<file path="config.mk">
export PLATFORM = sky130hd
export DESIGN_NAME = btn_step_ctrl
export DESIGN_NICKNAME = d
export VERILOG_FILES = /design/src/rtl/btn_pkg.sv /design/src/rtl/btn_debounce.sv /design/src/rtl/btn_step_ctrl.sv
export SDC_FILE = /design/constraint.sdc
export NUM_CORES = 1
export LEC_CHECK = 0
export BUFFER_PORTS_ARGS = -buffer_cell sky130_fd_sc_hd__buf_2
export CAP_MARGIN = 30
export CELL_PAD_IN_SITES_DETAIL_PLACEMENT = 2
export CELL_PAD_IN_SITES_GLOBAL_PLACEMENT = 2
export CORE_UTILIZATION = 36
export CTS_CLUSTER_DIAMETER = 60
export DETAILED_ROUTE_END_ITERATION = 6
export PLACE_DENSITY_LB_ADDON = 0.1
export SYNTH_ARGS = -nofsm -noshare
export SYNTH_HDL_FRONTEND = slang
export SYNTH_HIERARCHICAL = 1
export SYNTH_SLANG_ARGS = --single-unit
</file>
<file path="constraint.sdc">
create_clock -name clk -period 2.1 [get_ports clk]
set_input_delay 0.525 -clock clk [delete_from_list [all_inputs] [get_ports clk]]
set_output_delay 0.525 -clock clk [all_outputs]
set_load 0.01 [all_outputs]
</file>
<file path="src/rtl/btn_pkg.sv">
// Shared constants and helpers for the button conditioning and CPU step-enable block.
package btn_pkg;

  localparam int unsigned DEFAULT_N_BTN    = 12;
  localparam int unsigned DEFAULT_STEP_BTN = 0;

  localparam logic MODE_RUN  = 1'b0;
  localparam logic MODE_STEP = 1'b1;

  // Counter width for values 0..value-1, never narrower than one bit.
  function automatic int unsigned clog2(input int unsigned value);
    int unsigned width;
    width = 1;
    while (width < 31 && (32'd1 << width) < value) begin
      width = width + 1;
    end
    return width;
  endfunction

endpackage

</file>
<file path="src/rtl/btn_debounce.sv">
// One button: 2-flop synchroniser, debounce counter and registered press/release pulses.
module btn_debounce
  import btn_pkg::*;
#(
  parameter int unsigned DB_CYCLES = 16
) (
  input  logic clk,
  input  logic rst,
  input  logic btn_raw,
  output logic btn_db,
  output logic btn_press,
  output logic btn_release
);

  localparam int unsigned CntW = clog2(DB_CYCLES);
  localparam logic [CntW-1:0] CntMax = CntW'(DB_CYCLES - 1);

  logic            sync1_q, sync2_q;
  logic            db_q, db_d, db_prev_q;
  logic            press_q, release_q;
  logic [CntW-1:0] cnt_q, cnt_d;

  // The counter only runs while the synchronised level disagrees with the debounced one.
  always_comb begin
    db_d  = db_q;
    cnt_d = '0;
    if (sync2_q != db_q) begin
      if (cnt_q == CntMax) begin
        db_d = sync2_q;
      end else begin
        cnt_d = cnt_q + 1'b1;
      end
    end
  end

  always_ff @(posedge clk) begin
    if (rst) begin
      sync1_q   <= 1'b0;
      sync2_q   <= 1'b0;
      db_q      <= 1'b0;
      db_prev_q <= 1'b0;
      cnt_q     <= '0;
      press_q   <= 1'b0;
      release_q <= 1'b0;
    end else begin
      sync1_q   <= btn_raw;
      sync2_q   <= sync1_q;
      db_q      <= db_d;
      db_prev_q <= db_q;
      cnt_q     <= cnt_d;
      press_q   <= db_q & ~db_prev_q;
      release_q <= ~db_q & db_prev_q;
    end
  end

  assign btn_db      = db_q;
  assign btn_press   = press_q;
  assign btn_release = release_q;

endmodule

</file>
<file path="src/rtl/btn_step_ctrl.sv">
// Button conditioning plus CPU clock-enable generation (single-step or free-run) and step count.
// Define BTN_AUTOREPEAT_EN to repeat steps while the step button is held in step mode.
module btn_step_ctrl
  import btn_pkg::*;
#(
  parameter int unsigned N_BTN         = DEFAULT_N_BTN,
  parameter int unsigned DB_CYCLES     = 16,
  parameter int unsigned STEP_BTN      = DEFAULT_STEP_BTN,
  parameter int unsigned RUN_DIV       = 1,
  parameter int unsigned REPEAT_CYCLES = 64
) (
  input  logic              clk,
  input  logic              rst,
  input  logic [N_BTN-1:0]  btn_in,
  input  logic              step_mode,
  output logic [N_BTN-1:0]  btn_db,
  output logic [N_BTN-1:0]  btn_press,
  output logic [N_BTN-1:0]  btn_release,
  output logic              cpu_ce,
  output logic [15:0]       step_cnt
);

  localparam int unsigned DivW = clog2(RUN_DIV);
  localparam logic [DivW-1:0] DivMax = DivW'(RUN_DIV - 1);

  for (genvar i = 0; i < N_BTN; i++) begin : g_btn
    btn_debounce #(
      .DB_CYCLES (DB_CYCLES)
    ) u_debounce (
      .clk         (clk),
      .rst         (rst),
      .btn_raw     (btn_in[i]),
      .btn_db      (btn_db[i]),
      .btn_press   (btn_press[i]),
      .btn_release (btn_release[i])
    );
  end

  logic            mode_sync_q, mode_q, mode_prev_q;
  logic            mode_edge;
  logic [DivW-1:0] div_q, div_d;
  logic            cpu_ce_q, cpu_ce_d;
  logic [15:0]     step_cnt_q, step_cnt_d;
  logic            step_pulse;

  assign mode_edge = mode_q ^ mode_prev_q;

`ifdef BTN_AUTOREPEAT_EN
  localparam int unsigned RepW = clog2(REPEAT_CYCLES);
  localparam logic [RepW-1:0] RepMax = RepW'(REPEAT_CYCLES - 1);

  logic [RepW-1:0] rep_cnt_q, rep_cnt_d;
  logic            rep_hold, rep_fire;

  // Counting restarts on the press pulse itself, so the first repeat lands a full period later.
  always_comb begin
    rep_hold  = (mode_q == MODE_STEP) & btn_db[STEP_BTN] & ~mode_edge & ~btn_press[STEP_BTN];
    rep_fire  = rep_hold & (rep_cnt_q == RepMax);
    rep_cnt_d = (rep_hold && !rep_fire) ? rep_cnt_q + 1'b1 : '0;
  end

  always_ff @(posedge clk) begin
    if (rst) begin
      rep_cnt_q <= '0;
    end else begin
      rep_cnt_q <= rep_cnt_d;
    end
  end

  assign step_pulse = btn_press[STEP_BTN] | rep_fire;
`else
  logic unused_repeat_cycles;
  assign unused_repeat_cycles = ^REPEAT_CYCLES;
  assign step_pulse = btn_press[STEP_BTN];
`endif

  // A mode edge swallows the enable and any coincident press, and restarts the divider.
  always_comb begin
    div_d      = '0;
    cpu_ce_d   = 1'b0;
    step_cnt_d = step_cnt_q + 16'(cpu_ce_q);
    if (!mode_edge) begin
      case (mode_q)
        MODE_STEP: cpu_ce_d = step_pulse;
        MODE_RUN: begin
          cpu_ce_d = (div_q == DivMax);
          div_d    = (div_q == DivMax) ? '0 : div_q + 1'b1;
        end
      endcase
    end
  end

  always_ff @(posedge clk) begin
    if (rst) begin
      mode_sync_q <= 1'b0;
      mode_q      <= 1'b0;
      mode_prev_q <= 1'b0;
      div_q       <= '0;
      cpu_ce_q    <= 1'b0;
      step_cnt_q  <= '0;
    end else begin
      mode_sync_q <= step_mode;
      mode_q      <= mode_sync_q;
      mode_prev_q <= mode_q;
      div_q       <= div_d;
      cpu_ce_q    <= cpu_ce_d;
      step_cnt_q  <= step_cnt_d;
    end
  end

  assign cpu_ce   = cpu_ce_q;
  assign step_cnt = step_cnt_q;

endmodule

</file>
==> results of run 1 <==
stage by stage:
| stage | utilization | setup WS, ns |
|---|---|---|
| after global routing | 0.472 | 0.0280 |
| after CTS | 0.472 | 0.135 |
| after floorplan | - | 0.310 |
| final | 0.472 | 0.187 |
| after detailed placement | 0.421 | 0.234 |
| after global placement | 0.421 | 0.278 |
final timing paths:
path | startpoint | end | cells after the start
worst max-delay path | cpu_ce | step_cnt[14] | 6
worst min-delay path | btn_in[0] | g_btn[0].u_debounce/sync1_q | 2
worst max register to register | cpu_ce | step_cnt[14] | 6
worst min register to register | g_btn[3].u_debounce/db_prev_q | g_btn[3].u_debounce/btn_press | 1
cell type report:
class | instances | area share
clock inverters | 12 | 0.0305
inverters | 13 | 0.00803
flip-flops and latches | 141 | 0.464
well taps | 172 | 0.0354
multi-input cells | 283 | 0.321
repair buffers | 74 | 0.0642
clock buffers | 20 | 0.0768
kinds of logic after synthesis:
logic type	share of synthesized area
other cells	0.000775
buf+inv	0.0135
flops	0.584
simple gates	0.245
mux	0.0248
xor+xnor	0.0815
fa+ha+maj	0.0388
compound gates	0.0116
cell usage after synthesis (6+ instances only):
master	instances
ha_1	15
inv_1	13
or3_4	12
or3_1	6
xnor2_1	31
nor2_1	71
nor2b_1	53
and3_4	12
dfxtp_1	141
mux2i_1	12
nand3_1	18
xor2_1	14
nor3b_1	12
layer usage:
| layer | vias to the layer above | share of wire |
|---|---|---|
| li1 | 1629 | - |
| met1 | 1619 | 0.42 |
| met2 | 57 | 0.53 |
| met3 | 7 | 0.040 |
| met4 | 0 | 0.0098 |
| met5 | - | 0 |
state kept, by name, summed over array words and instances, names as in the netlist:
name                          count
g_btn.u_debounce/cnt_q           48
step_cnt                         16
g_btn.u_debounce/btn_db          12
g_btn.u_debounce/btn_press       12
g_btn.u_debounce/btn_release     12
g_btn.u_debounce/db_prev_q       12
g_btn.u_debounce/sync1_q         12
g_btn.u_debounce/sync2_q         12
cpu_ce                            1
div_q                             1
mode_prev_q                       1
mode_q                            1
mode_sync_q                       1
timing repair:
item | CTS | global route
endpoints found under the setup margin | 0 | 1
buffers inserted | 0 | 0
resized for setup | 0 | 1
cells in the final DEF (no fill, tap or decap):
cell	count
a21oi_1	5
a31oi_1	1
and3_1	1
and3_4	12
buf_2	66
buf_4	8
bufinv_16	4
clkbuf_16	17
clkbuf_8	3
clkinv_4	3
clkinvlp_4	4
conb_1	1
dfxtp_1	141
ha_1	14
ha_2	1
inv_1	13
inv_6	1
mux2i_1	12
nand2_1	4
nand3_1	18
nand4_1	2
nand4_4	1
nor2_1	71
nor2b_1	53
nor3_1	2
nor3b_1	12
nor4_1	3
nor4b_1	1
o21ai_0	5
or3_1	6
or3_2	1
or3_4	12
xnor2_1	31
xor2_1	14
power breakdown:
group | switching [W] | leakage [nW] | internal [W] | total [W]
Clock | 0.00114 | 0.305 | 0.00209 | 0.00323
Sequential | 0.0000184 | 1.14 | 0.00271 | 0.00273
Combinational | 0.0000590 | 1.03 | 0.0000540 | 0.000113
==> impl_metrics.json, run 1 <==
{
  "drv_cap": 0,
  "htree_levels": 4,
  "synth.largest_area_cell": "dfxtp_1",
  "io-pin-count": 68,
  "cp-start-kind": "flop",
  "critPathKind": "reg2reg",
  "whs_ns": 0.318,
  "crit_path_end_kind": "flop",
  "cts_tree": "yes",
  "cp.buffers_inverters": 0,
  "dpl.cell_count": 683,
  "final_cell_area_um2": 6080,
  "io_buffer_count": 67,
  "clock.fmax_mhz": 523,
  "drtIter0Drc": 141,
  "clk_latency_ns": 0.41,
  "hold_viol": 0,
  "firstDrtPassIters": 4,
  "cts.sinks": 141,
  "avgSynthCellArea_um2": 11.0,
  "die_area_um2": 13900,
  "cts_root_buffer": "clkbuf_16",
  "cp_top_family": "simple AND/OR/NAND/NOR gates",
  "gp_congestion": 0.680,
  "cp_max_fo": 5,
  "core_region_area_um2": 12900,
  "ys_seq_area_frac": 0.584,
  "final_layout_size_suffix_gt1_frac": 0.245,
  "die_y_um": 118,
  "viasPerCell": 4.63,
  "cts_inserted_buffers": 17,
  "use_met1": 0.175,
  "cp.arrival_ns": 2.25,
  "setup_tns_ns": 0,
  "placed_cell_area_um2": 5430,
  "nets": 560,
  "worstPathRequired_ns": 2.44,
  "die-width_um": 118,
  "multi_input_area_um2": 1950,
  "drv_slew": 0,
  "busiest_layer": "met2",
  "pwr_density_cell_nw_per_um2": 1000,
  "ys_types": 28,
  "wire_per_inst_um": 13.6,
  "drc": 0,
  "first_global_vias": 3667,
  "layout.cells.non_filler": 715,
  "place_hpwl_um": 6590,
  "row_count": 41,
  "cts.path.max_buffers": 2,
  "fin_worst_skew_ns": 0.00798,
  "synth_enable_flop_cells": 0,
  "ys_async_sr_fraction": 0,
  "antenna_left": 0,
  "nFillCells": 1347,
  "netlist_instances": 440,
  "grt.total_usage": 0.158,
  "wirelength_um": 9720,
  "grt_antenna_before_repair": 0,
  "syn-cell-area_um2": 4840,
  "initial_core_util": 0.376,
  "worstHoldPathType": "in2reg",
  "regArea_um2": 2820,
  "gr-total-overflow": 0,
  "met2_usage": 0.275,
  "grt_start_max_net_pins": 36,
  "syn_nets": 470,
  "n_antenna_cell": 0,
  "syn_to_final_growth_pct": 25.7,
  "path_common_cell": "or3_1",
  "crit_chain": "ha_1 > ha_2 > nand2_1 > or3_1 > or3_1 > a21oi_1",
  "ctsHoldBuffers": 0,
  "status": "completed",
  "cp_slowest_stage_delay_ns": 0.42,
  "regToRegSetupSlack_ns": 0.19,
  "vias": 3312,
  "synthTopCellsByArea": "dfxtp_1 58%, nor2b_1 6.9%, xnor2_1 5.6%",
  "p_leak_nw": 2.48,
  "synth_ff_type": "dfxtp_1",
  "ys_warn_count": 6,
  "cp_slowest_cell": "or3_1",
  "setup_viol": 0,
  "ys_ff_latch": 141,
  "fin_crit_sh": 0.911,
  "rsz0062_at_grt": "no",
  "path_clk_slew_ns": 0.06,
  "period_needed_ns": 1.91,
  "grtUsageMet3": 0.0552,
  "grt_pass1_wl_um": 17300,
  "yosysTopAreaCellShare": 0.584,
  "power.total_w": 0.00608,
  "vdd_drop_max_v": 0.000544
}
(Power assumes the default switching activity.)
==> run 2, diff against run 1 <==
--- a/config.mk
+++ b/config.mk
@@ -9,7 +9,7 @@
 export CAP_MARGIN = 30
 export CELL_PAD_IN_SITES_DETAIL_PLACEMENT = 2
 export CELL_PAD_IN_SITES_GLOBAL_PLACEMENT = 2
-export CORE_UTILIZATION = 36
+export CORE_UTILIZATION = 39
 export CTS_CLUSTER_DIAMETER = 60
 export DETAILED_ROUTE_END_ITERATION = 6
 export PLACE_DENSITY_LB_ADDON = 0.1
==> constraint.sdc (replaced) <==
create_clock -name clk -period 2.25 [get_ports clk]
set_input_delay 0.5625 -clock clk [delete_from_list [all_inputs] [get_ports clk]]
set_output_delay 0.5625 -clock clk [all_outputs]
set_load 0.01 [all_outputs]
==> impl_metrics.json, run 2 (synthesized netlist as in run 1, its figures left out) <==
{
  "period_needed_ns": 1.89,
  "cp-start-kind": "flop",
  "core_region_area_um2": 12100,
  "post_cts_buffers": 0,
  "final_cell_mix": "141 x dfxtp_1, 71 x nor2_1, 66 x buf_2",
  "firstDrtPassIters": 4,
  "p_leak_nw": 2.47,
  "cts.sinks": 141,
  "whs_path_depth": 2,
  "pwr_density_cell_nw_per_um2": 905,
  "worstPathRequired_ns": 2.59,
  "cts_inserted_buffers": 17,
  "crit_chain": "ha_1 > ha_1 > nand2_1 > or3_1 > or3_1 > a21oi_1",
  "cp.arrival_ns": 2.23,
  "grt_start_max_net_pins": 27,
  "met2_usage": 0.312,
  "crit_path_end_kind": "flop",
  "die-width_um": 113,
  "worstHoldPathType": "in2reg",
  "final_layout_size_suffix_gt1_frac": 0.239,
  "io-pin-count": 68,
  "syn_to_final_growth_pct": 24.3,
  "min_to": "g_btn[2].u_debounce/sync1_q",
  "antenna_left": 0,
  "drv_slew": 0,
  "final_cell_area_um2": 6010,
  "layout.cells.non_filler": 708,
  "vdd_drop_max_v": 0.000499,
  "dpl.cell_count": 676,
  "n_antenna_cell": 0,
  "status": "completed",
  "die_y_um": 113,
  "initial_core_util": 0.401,
  "cts_tree": "yes",
  "grt_pass1_wl_um": 17100,
  "die_area_um2": 12800,
  "cts_resized": 0,
  "nFillCells": 1226,
  "setup_tns_ns": 0,
  "power.total_w": 0.00544,
  "use_met1": 0.185,
  "vias": 3318,
  "gp_congestion": 0.692,
  "ctsHoldBuffers": 0,
  "place_hpwl_um": 6630,
  "cp_slowest_stage_delay_ns": 0.40,
  "first_global_vias": 3604,
  "row_count": 40,
  "cts.path.max_buffers": 2,
  "htree_levels": 4,
  "regToRegSetupSlack_ns": 0.36,
  "viasPerCell": 4.69,
  "setup_viol": 0,
  "hp-start": "btn_in[2]",
  "r2r_end": "step_cnt[14]",
  "placed_cell_area_um2": 5420,
  "nets": 557,
  "grt.total_usage": 0.174,
  "drc": 0,
  "wirelength_um": 10100,
  "hold_viol": 0,
  "grt_antenna_before_repair": 0,
  "clock.fmax_mhz": 529,
  "mostFrequentLayoutCell": "dfxtp_1",
  "cp_max_fo": 5,
  "wire_per_inst_um": 14.2,
  "rsz0062_at_grt": "no",
  "busiest_layer": "met2",
  "drtIter0Drc": 72,
  "largest_reg_flops": 48,
  "fin_crit_sh": 0.841,
  "drv_cap": 0,
  "grtUsageMet3": 0.0536,
  "io_buffer_count": 67,
  "cts_root_buffer": "clkbuf_16",
  "rr_startpoint": "cpu_ce",
  "gr-total-overflow": 0,
  "cp_slowest_cell": "or3_1",
  "path_clk_slew_ns": 0.05,
  "fin_worst_skew_ns": 0.00897,
  "critPathKind": "reg2reg",
  "clk_latency_ns": 0.41,
  "r2r_cells": 6,
  "top_register": "g_btn.u_debounce/cnt_q"
}
==> run 2: cell count changes in the layout (fill, tap and decap cells not counted), sizes merged <==
cell	previous run	this run
bufinv	4	3
inv	14	13
clkinvlp	4	2
clkinv	3	9
buf	74	71
clkbuf	20	18
==> run 2: layout make-up <==
| cell class | count | area (um2) | area share |
|---|---|---|---|
| Sequential cell | 141 | 2820 | 0.470 |
| Multi-Input combinational cell | 283 | 1950 | 0.324 |
| Clock buffer | 18 | 439 | 0.0730 |
| Timing Repair Buffer | 71 | 393 | 0.0653 |
| Tap cell | 168 | 210 | 0.0350 |
| Clock inverter | 14 | 150 | 0.0250 |
| Inverter | 13 | 48.8 | 0.00812 |
==> run 2: worst max-delay path by stage <==
stage	from	end	slack (ns)	cells past startpoint
after floorplan	cpu_ce	step_cnt[14]	0.46	6
after global placement	cpu_ce	step_cnt[14]	0.44	6
after detailed placement	cpu_ce	step_cnt[14]	0.41	6
after CTS	cpu_ce	step_cnt[14]	0.34	6
after global routing	step_cnt[0]	step_cnt[14]	0.23	6
final	cpu_ce	step_cnt[14]	0.36	6
==> run 2: report_power, final <==
| part | total (W) | internal [W] | switching (W) |
|---|---|---|---|
| registers | 0.00255 | 0.00253 | 0.0000184 |
| clock network | 0.00278 | 0.00175 | 0.00103 |
| logic | 0.000107 | 0.0000524 | 0.0000551 |
| total | 0.00544 | 0.00433 | 0.00111 |
==> run 2: layer usage <==
layer  wire length [um]  share of wire
met3                286          0.028
met1               4210           0.42
met5                  0              0
met4                220          0.022
met2               5340           0.53
==> run 2: worst max-delay path: cells and delay by family (launching register included) <==
| family | cells | cell delay, ns |
|---|---|---|
| AND/OR/NAND/NOR | 3 | 0.89 |
| AO/OA/AOI/OAI | 1 | 0.14 |
| flip-flops | 1 | 0.37 |
| adder cells (fa/ha/maj) | 2 | 0.42 |
==> run 2: metrics by stage <==
stage / hold slack [ns] / worst slack (ns) / utilization
floorplan: 0.383 / 0.460 / -
global placement: 0.389 / 0.438 / 0.450
detailed placement: 0.399 / 0.407 / 0.450
CTS: 0.343 / 0.345 / 0.498
global route: 0.351 / 0.234 / 0.498
finish: 0.357 / 0.358 / 0.498
==> run 3, diff against run 2 <==
--- a/config.mk
+++ b/config.mk
@@ -9,7 +9,7 @@
 export CAP_MARGIN = 30
 export CELL_PAD_IN_SITES_DETAIL_PLACEMENT = 2
 export CELL_PAD_IN_SITES_GLOBAL_PLACEMENT = 2
-export CORE_UTILIZATION = 39
+export CORE_UTILIZATION = 33
 export CTS_CLUSTER_DIAMETER = 60
 export DETAILED_ROUTE_END_ITERATION = 6
 export PLACE_DENSITY_LB_ADDON = 0.1
==> constraint.sdc (replaced) <==
create_clock -name clk -period 1.5 [get_ports clk]
set_input_delay 0.375 -clock clk [delete_from_list [all_inputs] [get_ports clk]]
set_output_delay 0.375 -clock clk [all_outputs]
set_load 0.01 [all_outputs]
==> impl_metrics.json, run 3 (synthesized netlist as in run 1, its figures left out) <==
{
  "cts.path.max_buffers": 2,
  "first_global_vias": 3512,
  "power.total_w": 0.00862,
  "firstDrtPassIters": 3,
  "cp_max_fo": 5,
  "die_y_um": 123,
  "worstHoldPathType": "in2reg",
  "wirelength_um": 9800,
  "final_cell_mix": "133 x dfxtp_1, 71 x nor2_1, 66 x buf_2",
  "mostFrequentLayoutCell": "dfxtp_1",
  "wire_per_inst_um": 13.4,
  "place_hpwl_um": 6530,
  "path_clk_slew_ns": 0.06,
  "viasPerCell": 4.58,
  "die_area_um2": 15100,
  "final_layout_size_suffix_gt1_frac": 0.284,
  "cts.sinks": 141,
  "nets": 570,
  "critPathKind": "reg2reg",
  "p_leak_nw": 2.56,
  "fin_worst_skew_ns": 0.00887,
  "violations": "negative setup slack",
  "grt.total_usage": 0.143,
  "setup_viol": 1,
  "top_register": "g_btn.u_debounce/cnt_q",
  "whs_ns": 0.166,
  "drv_cap": 0,
  "io_buffer_count": 67,
  "drv_slew": 0,
  "io-pin-count": 68,
  "die-width_um": 123,
  "drtIter0Drc": 113,
  "cp_slowest_cell": "or3_4",
  "crit_chain": "ha_4 > ha_4 > nand2_4 > or3_4 > or3_1 > a21oi_2",
  "grt_antenna_before_repair": 0,
  "cp.arrival_ns": 1.92,
  "vias": 3354,
  "status": "complete, but fails checks",
  "n_antenna_cell": 0,
  "pwr_density_cell_nw_per_um2": 1380,
  "fin_crit_sh": 1.04,
  "cts_root_buffer": "clkbuf_16",
  "initial_core_util": 0.343,
  "gr-total-overflow": 0,
  "grt_pass1_wl_um": 16400,
  "cp_slowest_stage_delay_ns": 0.37,
  "drc": 0,
  "clock.fmax_mhz": 640,
  "antenna_left": 0,
  "vdd_drop_max_v": 0.000923,
  "grt_start_max_net_pins": 32,
  "htree_levels": 4,
  "path_common_cell": "ha_4",
  "syn_to_final_growth_pct": 29.6,
  "final_util": 0.445,
  "cts_inserted_buffers": 17,
  "worst_slack_ns": -0.0635,
  "worstPathRequired_ns": 1.85,
  "largest_reg_flops": 48,
  "cp-start-kind": "flop",
  "row_count": 43,
  "hold_viol": 0,
  "core_region_area_um2": 14100,
  "period_needed_ns": 1.56,
  "rsz0062_at_grt": "yes",
  "pre_cts_slack_ns": -0.0730,
  "crit_path_end_kind": "flop",
  "gp_congestion": 0.695,
  "cts_tree": "yes",
  "clk_latency_ns": 0.42
}
## run 3: timing repair
item / CTS / global route
hold buffers: 0 / 0
setup buffers: 0 / 0
setup endpoints to repair: 2 / 7
resized for setup: 2 / 5
## run 3: metrics by stage
step,cells,instance area [um2],setup TNS (ns)
after global routing,733,6270,-0.353
after CTS,733,6240,-0.0893
after global placement,701,5580,-0.0326
after floorplan,440,4880,-0.0274
after detailed placement,701,5580,-0.0730
final,733,6270,-0.0635
## run 3: worst paths after layout
kind	startpoint	end	slack, ns	depth (start not counted)
setup / recovery	step_cnt[0]	step_cnt[14]	-0.06	6
hold / removal	btn_in[5]	g_btn[5].u_debounce/sync1_q	0.17	2
setup reg to reg	step_cnt[0]	step_cnt[14]	-0.06	6
hold reg to reg	g_btn[10].u_debounce/db_prev_q	g_btn[10].u_debounce/btn_press	0.40	1
## run 3: worst max-delay path: cells and delay by family (launching register included)
kind | cells | cell delay, ns
compound gates | 1 | 0.11
fa+ha+maj | 2 | 0.28
simple gates | 3 | 0.75
flops | 1 | 0.36
## run 3: area by class of cell
type | count | area (um2)
repair buffers | 84 | 490
multi-input cells | 283 | 2010
clock buffers | 19 | 443
well taps | 180 | 225
flip-flops and latches | 141 | 2840
fillers | 1474 | 7830
inverters | 13 | 48.8
clock inverters | 13 | 213
## run 3: where the power goes
group / leakage [nW] / switching (W) / total (W) / internal (W)
Combinational: 1.11 / 0.0000866 / 0.000172 / 0.0000852
Sequential: 1.15 / 0.0000275 / 0.00382 / 0.00379
Clock: 0.310 / 0.00162 / 0.00462 / 0.00300
## run 3: layer usage
| layer | routed length [um] | vias up | share of wire | GRT usage |
|---|---|---|---|---|
| met2 | 5240 | 58 | 0.53 | 0.251 |
| met4 | 131 | 0 | 0.013 | 0.0655 |
| met5 | 0 | - | 0 | 0 |
| met3 | 403 | 10 | 0.041 | 0.0544 |
| li1 | - | 1647 | - | - |
| met1 | 4030 | 1639 | 0.41 | 0.152 |
